===== src/rtl/stream_arbiter.sv =====
// Round-robin CHANNELS:1 stream arbiter built on a three-state IDLE/ACCEPT/SEND handshake FSM.
// Optional output-stall watchdog is enabled by defining STREAM_ARBITER_WATCHDOG_EN.
module stream_arbiter #(
    parameter int unsigned WIDTH    = 32,
    parameter int unsigned CHANNELS = 4,
    parameter int unsigned TIMEOUT  = 65535
) (
    input  logic                        clk,
    input  logic                        rst,
    output logic                        exception,
    input  logic [CHANNELS*WIDTH-1:0]   input_data,
    input  logic [CHANNELS-1:0]         input_data_stb,
    output logic [CHANNELS-1:0]         input_data_ack,
    output logic [WIDTH-1:0]            output_data,
    output logic [$clog2(CHANNELS)-1:0] output_channel,
    output logic                        output_data_stb,
    input  logic                        output_data_ack
);

    localparam int unsigned CW = $clog2(CHANNELS);

    if (CHANNELS < 2 || CHANNELS > 16 || TIMEOUT == 0) begin : g_bad_params
        $error("stream_arbiter: illegal CHANNELS or TIMEOUT");
    end

    typedef enum logic [1:0] {
        StIdle,
        StAccept,
        StSend
    } state_e;

    state_e            state;
    logic [CW-1:0]     pointer;
    logic [CW-1:0]     grant;
    logic [CW-1:0]     pick;
    logic [CW-1:0]     idx;
    logic              found;
    logic [CHANNELS-1:0] ack_onehot;
    logic [WIDTH-1:0]  chan_data [CHANNELS];

    always_comb begin
        for (int c = 0; c < CHANNELS; c++) begin
            chan_data[c] = input_data[c*WIDTH +: WIDTH];
        end
    end

    // First requester at or above the pointer, wrapping past the top channel.
    always_comb begin
        found = 1'b0;
        pick  = '0;
        idx   = '0;
        for (int i = 0; i < CHANNELS; i++) begin
            idx = CW'((32'(pointer) + 32'(i)) % CHANNELS);
            if (!found && input_data_stb[idx]) begin
                found = 1'b1;
                pick  = idx;
            end
        end
    end

    always_comb begin
        ack_onehot       = '0;
        ack_onehot[pick] = 1'b1;
    end

    always_ff @(posedge clk or posedge rst) begin
        if (rst) begin
            state           <= StIdle;
            pointer         <= '0;
            grant           <= '0;
            input_data_ack  <= '0;
            output_data     <= '0;
            output_channel  <= '0;
            output_data_stb <= 1'b0;
        end else begin
            case (state)
                StIdle: begin
                    if (found) begin
                        grant          <= pick;
                        input_data_ack <= ack_onehot;
                        state          <= StAccept;
                    end
                end
                StAccept: begin
                    input_data_ack <= '0;
                    if (input_data_stb[grant]) begin
                        output_data     <= chan_data[grant];
                        output_channel  <= grant;
                        output_data_stb <= 1'b1;
                        state           <= StSend;
                    end else begin
                        // Requester withdrew: no transfer, pointer untouched.
                        state <= StIdle;
                    end
                end
                StSend: begin
                    if (output_data_ack) begin
                        output_data_stb <= 1'b0;
                        pointer         <= (grant == CW'(CHANNELS - 1)) ? '0 : grant + 1'b1;
                        state           <= StIdle;
                    end
                end
                default: begin
                    state <= StIdle;
                end
            endcase
        end
    end

`ifdef STREAM_ARBITER_WATCHDOG_EN
    logic [31:0] wd_count;
    logic [31:0] wd_next;

    // Saturating stall counter; cleared by every output transfer.
    always_comb begin
        wd_next = wd_count;
        if (state == StSend) begin
            if (output_data_ack) begin
                wd_next = '0;
            end else if (wd_count != '1) begin
                wd_next = wd_count + 32'd1;
            end
        end
    end

    always_ff @(posedge clk or posedge rst) begin
        if (rst) begin
            wd_count  <= '0;
            exception <= 1'b0;
        end else begin
            wd_count <= wd_next;
            if (wd_next >= TIMEOUT) begin
                exception <= 1'b1;
            end
        end
    end
`else
    assign exception = 1'b0;
`endif

endmodule


===== config.mk =====
export PLATFORM = sky130hd
export DESIGN_NAME = stream_arbiter
export DESIGN_NICKNAME = d
export VERILOG_FILES = /design/src/rtl/stream_arbiter.sv
export SDC_FILE = /design/constraint.sdc
export NUM_CORES = 1
export LEC_CHECK = 0
export CORE_ASPECT_RATIO = 1.75
export CORE_MARGIN = 1
export CORE_UTILIZATION = 33
export CTS_CLUSTER_DIAMETER = 80
export DETAILED_ROUTE_END_ITERATION = 8
export PLACE_DENSITY = 0.77
export SETUP_SLACK_MARGIN = 0.02
export SYNTH_ARGS = -nofsm -noshare
export SYNTH_HDL_FRONTEND = slang
export SYNTH_SLANG_ARGS = --single-unit

===== constraint.sdc =====
create_clock -name clk -period 1.9 [get_ports clk]
set_input_delay 0.38 -clock clk [delete_from_list [all_inputs] [get_ports clk]]
set_output_delay 0.38 -clock clk [all_outputs]
set_load 0.03 [all_outputs]

**Word level (Yosys, flattened, before mapping)**

Cells that the tools add are included.

- Input port bits: 135
- Logic and storage cells: 75
- Output and inout port bits: 40
- Flip-flop bits (word level): 45

- $add $sub $neg: 4
- Magnitude comparators: 8
- Equality and inequality tests: 6
- Multiplexer cells: 33
- Bitwise gates (word level): 1
- Reductions and logical operators: 16

Operator list:

| operator | number |
|---|---|
| $bmux 32 s2 | 1 |
| $mux 32 | 2 |
| $lt 2x3->1 const B | 6 |
| $mux 2 | 8 |
| $mux 1 | 12 |
| $bmux 1 s2 | 5 |
| $reduce_and 2->1 | 5 |
| $pmux 4 s2 | 1 |
| $ne 2x2->1 const B | 3 |
| $pmux 2 s3 | 1 |
| $add 2x1->2 const B | 2 |
| $add 2x2->2 const B | 2 |
| $eq 2x2->1 const B | 2 |
| $logic_and 1x1->1 | 4 |
| $mux 4 | 1 |
| $reduce_bool 2->1 | 2 |
| $ge 3x3->1 const B | 1 |
| $logic_not 1->1 | 3 |
| $not 2->3 | 1 |
| $reduce_and 3->1 | 1 |
| $demux 1 s2 | 1 |
| $eq 2x1->1 const B | 1 |
| $ge 2x1->1 const B | 1 |
| $logic_not 2->1 | 1 |
| $pmux 1 s2 | 1 |

**Longest topological paths before layout**

- Depth in word-level cells: 18
- Depth in mapped cells: 7

**Worst setup path after synthesis**

Ideal clock, no wire load.

- Path kind: reg2reg
- Start: reg grant[0]
- End: reg output_data[12]
- Stages on the path, launching flop included: 7
- Path slack: 0.112 ns
- Library setup time: 0.128 ns
- Arrival: 1.660 ns
- Buffers on the path: 3
- Required time: 1.772 ns
- Cells stage by stage: dfrtp_1 buf_6 mux4_2 nand3b_1 buf_6 buf_8 mux2_1

- Cells in the longest elaborated chain, start to end: 4
- Elaborated cells on any way between the ends: 7

RTL lines:

| what | RTL line | source |
|---|---|---|
| from (decl) | 34 | `logic [CW-1:0] grant;` |
| from (signal assigned) | 79 | `grant <= pick;` |
| $not 2->3 (not written as such) | 87 | `output_data <= chan_data[grant];` |
| $bmux 32 s2 | 87 |  |
| $mux 32 (not written as such) (2 in series) | 87 |  |
| to (signal assigned) | 87 |  |
| to (decl) | 14 | `output logic [WIDTH-1:0] output_data,` |

Several ways; a longest one is shown, not always the timed one. The select of a mux whose other input is x is not followed.
A chain may end at the register's enable or synchronous reset.

**Worst setup path after layout**

Ends and elaborated chain as after synthesis.

==> summary.md <==
| Metric | Value |
|---|---|
| Sink Count | `45` |
| Post-DRT Antenna Nets | `0` |
| Post-Layout Cell Count | `445` |
| Cell taking the most area after synthesis | `dfrtp_1` |
| Worst EP required | `2.07 ns` |
| Status | `finished clean` |
| GP Congestion | `0.809` |
| Register bit total from synthesis | `45` |
| # H-tree levels | `2` |
| CTS tree | `yes` |
| Pins Over Slew Limit | `0` |
| Compound-Gate Fraction of Synth Area | `3.48%` |
| CP startpoint | `grant[0]` |
| Syn Area/Cell | `16.0 sq um` |
| Reg-to-reg critical path startpoint | `grant[0]` |
| Xor/xnor share of the synthesized area | `0%` |
| Global-route wire length before repair | `12900 um` |
| Total grt overflow | `0` |
| DRT Pass-1 Iters | `4` |
| Antenna violations before repair | `0` |
| Mapped cell area | `2700 sq um` |
| FMAX | `555 MHz` |
| Setup violators final | `0` |
| Synth warn | `0` |
| Critical Path AT | `1.97 ns` |
| Cell Rows | `43` |
| Via count | `2291` |
| Critical-path top delay cell | `mux4_2` |
| Met3 usage | `4.47%` |
| Worst stage delay on the critical path | `0.50 ns` |
| Crit. path cell count | `5` |
| RSZ-0062 raised after global routing | `false` |
| Die Span Y | `122 um` |
| FF/Latch Area | `1130 sq um` |
| Dpl cells | `430` |
| Die area | `8560 sq um` |
| Pwr/cell area | `1510 nW/um^2` |
| WL/cell | `19.5 um` |
| Core area | `7910 sq um` |
| Starting density of the core | `34.1%` |
| Endpoint type of the worst setup path | `register` |
| Inserted Diodes | `0` |
| I/O pins | `175` |
| Max FO, Critical Path | `6` |
| DRC Markers | `0` |
| Routed WL | `8670 um` |
| Largest family of logic cells by synthesized area | `multiplexers` |
| Fin. Hold Viols | `0` |
| Cell depth of the worst flop-to-flop path | `5` |
| Number of max-cap violations | `0` |
| Filler cells | `642` |
| Gr usage total | `19.8%` |
| Cell count after synthesis | `169` |
| Clock tree buffer depth | `2` |
| Placement Cell Area | `4550 sq um` |
| Met1 Use GR | `22.0%` |
| Worst-path clk slew | `0.06 ns` |
| Nets | `490` |
| Top post-synthesis cells by area | `dfrtp_1 (42%), mux4_2 (28%), mux2_4 (11%), mux2_2 (3.8%), mux2_1 (2.5%)` |
| Hpwl dp | `6430 um` |
| Clk root buf | `clkbuf_16` |
| Grt peak-use layer | `met2` |
| Mux contribution to synthesized area | `45.3%` |
| Net Count, Synth | `305` |
| Kind of critical path | `reg -> reg` |
| Vias/cell | `5.15` |
| Chip width | `70.4 um` |
| Area share of and/or/nand/nor cells after synthesis | `3.48%` |
| Vias in the first global route | `2452` |
| Hold_buf cts | `0` |
| Latest clock arrival within the worst-skew pair | `0.28 ns` |
| Final Critical Period | `1.80 ns` |
| Delay-heaviest family, CP | `multiplexers` |
| Yosys top cell area share | `41.7%` |
| Share of cells above drive strength 1 | `24.8%` |
| Leakage dissipation | `2.04 nW` |
| Setup crit start kind | `register` |
| Post-Synth Adder-Cell Area | `0.464%` |
| Period utilization | `94.8%` |
| Peak supply drop | `1210 uV` |
| Grt met2 use | `36.4%` |
| Final instance area | `4830 sq um` |
| Critical path buffer and inverter count | `2` |
| Largest net degree at the start of global routing | `46` |
| Port bufs | `173` |
| Seq/Total Area, Yosys | `41.7%` |
| CTS Buf Count | `5` |
| Synth unique cells | `33` |
| Critical path, cell by cell | `mux4_2 -> nand3b_1 -> buf_12 -> clkbuf_16 -> mux2_1` |
| Type of the tightest min-delay check | `in -> async` |
| Area of the multi-input gates | `1430 sq um` |
| Area delta synth->final | `79.0%` |
| Clock Skew | `0.00249 ns` |
| Initial DRC Count | `85` |
-- layer usage --
| layer | vias up | routed length, um |
|---|---|---|
| li1 | 1025 | - |
| met1 | 1144 | 2990 |
| met2 | 107 | 4940 |
| met3 | 15 | 568 |
| met4 | 0 | 172 |
| met5 | - | 0 |
-- stage by stage --
stage / hold WS, ns / worst slack (ns) / TNS, ns / utilization [%] / power (W)
6_report: 0.457 / 0.0985 / 0 / 61.1 / 0.00730
5_1_grt: 0.488 / 0.0661 / 0 / 61.1 / 0.00769
4_1_cts: 0.465 / 0.00353 / 0 / 59.3 / 0.00712
3_5_place_dp: 0.471 / -0.311 / -9.47 / 57.5 / 0.00625
3_3_place_gp: 0.465 / -0.261 / -7.94 / 57.5 / 0.00614
2_1_floorplan: 0.476 / 0.112 / 0 / - / 0.00468
-- where the power goes --
group	switching, W	total [W]	internal, W
registers	0.000304	0.00175	0.00145
clock network	0.000346	0.000836	0.000490
logic	0.00211	0.00472	0.00261
-- synth_stat cells --
master     n
a211o_1    1
a21o_1     1
a21oi_1    3
a31o_2     1
a32o_1     2
buf_12     2
buf_2      3
buf_4      1
buf_6      2
buf_8      1
clkbuf_1   3
clkbuf_2   1
conb_1     1
dfrtp_1   45
ha_1       1
inv_1      8
mux2_1     6
mux2_2     9
mux2_4    20
mux2i_1    1
mux4_2    33
nand2_1    7
nand2b_1   2
nand3_1    1
nand3b_1   1
nor2_1     3
nor3_1     1
nor3b_1    1
nor4_1     1
o21ai_0    1
o22ai_1    1
o31ai_1    3
or3_1      2
-- worst min-delay path: stages --
cell,delay [ns]
clkdlybuf4s50_1,0.41
inv_2,0.07
buf_12,0.24
-- flip-flops by register name (all words and copies together), names as in the netlist --
name,cells
output_data,32
input_data_ack,4
grant,2
output_channel,2
pointer,2
state,2
output_data_stb,1
-- cells by family (layout without fill, tap and decap cells) --
logic type,count (synthesis),after routing
compound gates,13,13
fa+ha+maj,1,1
buf+inv,21,207
flops,45,45
mux,69,69
other cells,1,1
simple gates,19,19
-- placed cells by master (no fill, tap or decap), types with 2 or more instances in the layout --
cell type,instances
buf_4,9
clkbuf_16,8
nand2b_1,2
mux2_2,7
mux2_1,6
dlymetal6s2s_1,4
nand2_1,7
clkbuf_1,3
mux2_4,22
nor2_1,3
o31ai_1,3
clkdlybuf4s50_1,169
mux4_2,33
buf_12,4
or3_1,2
a21oi_1,3
dfrtp_1,44
a32o_1,2
inv_1,7
-- worst paths after layout --
kind / slack (ns) / end
setup reg to reg: 0.1 / output_data[12]
hold / removal: 0.46 / output_data[24]
max in group asynchronous: 1.21 / grant[0]
setup / recovery: 0.1 / output_data[12]
min in group clk: 0.48 / output_channel[0]
hold reg to reg: 0.48 / output_channel[0]
-- layout make-up --
type | instances | share of cell area [%]
clock buffers | 8 | 2.82
flip-flops and latches | 45 | 23.3
well taps | 90 | 2.33
inverters | 8 | 0.622
multi-input cells | 103 | 29.7
repair buffers | 191 | 41.2
-- timing repair --
| action | CTS | global route |
|---|---|---|
| gates resized for setup | 2 | 5 |
| setup buffers | 0 | 2 |
| cloned | 0 | 5 |
| setup endpoints to repair | 11 | 33 |
(Power assumes the default switching activity.)
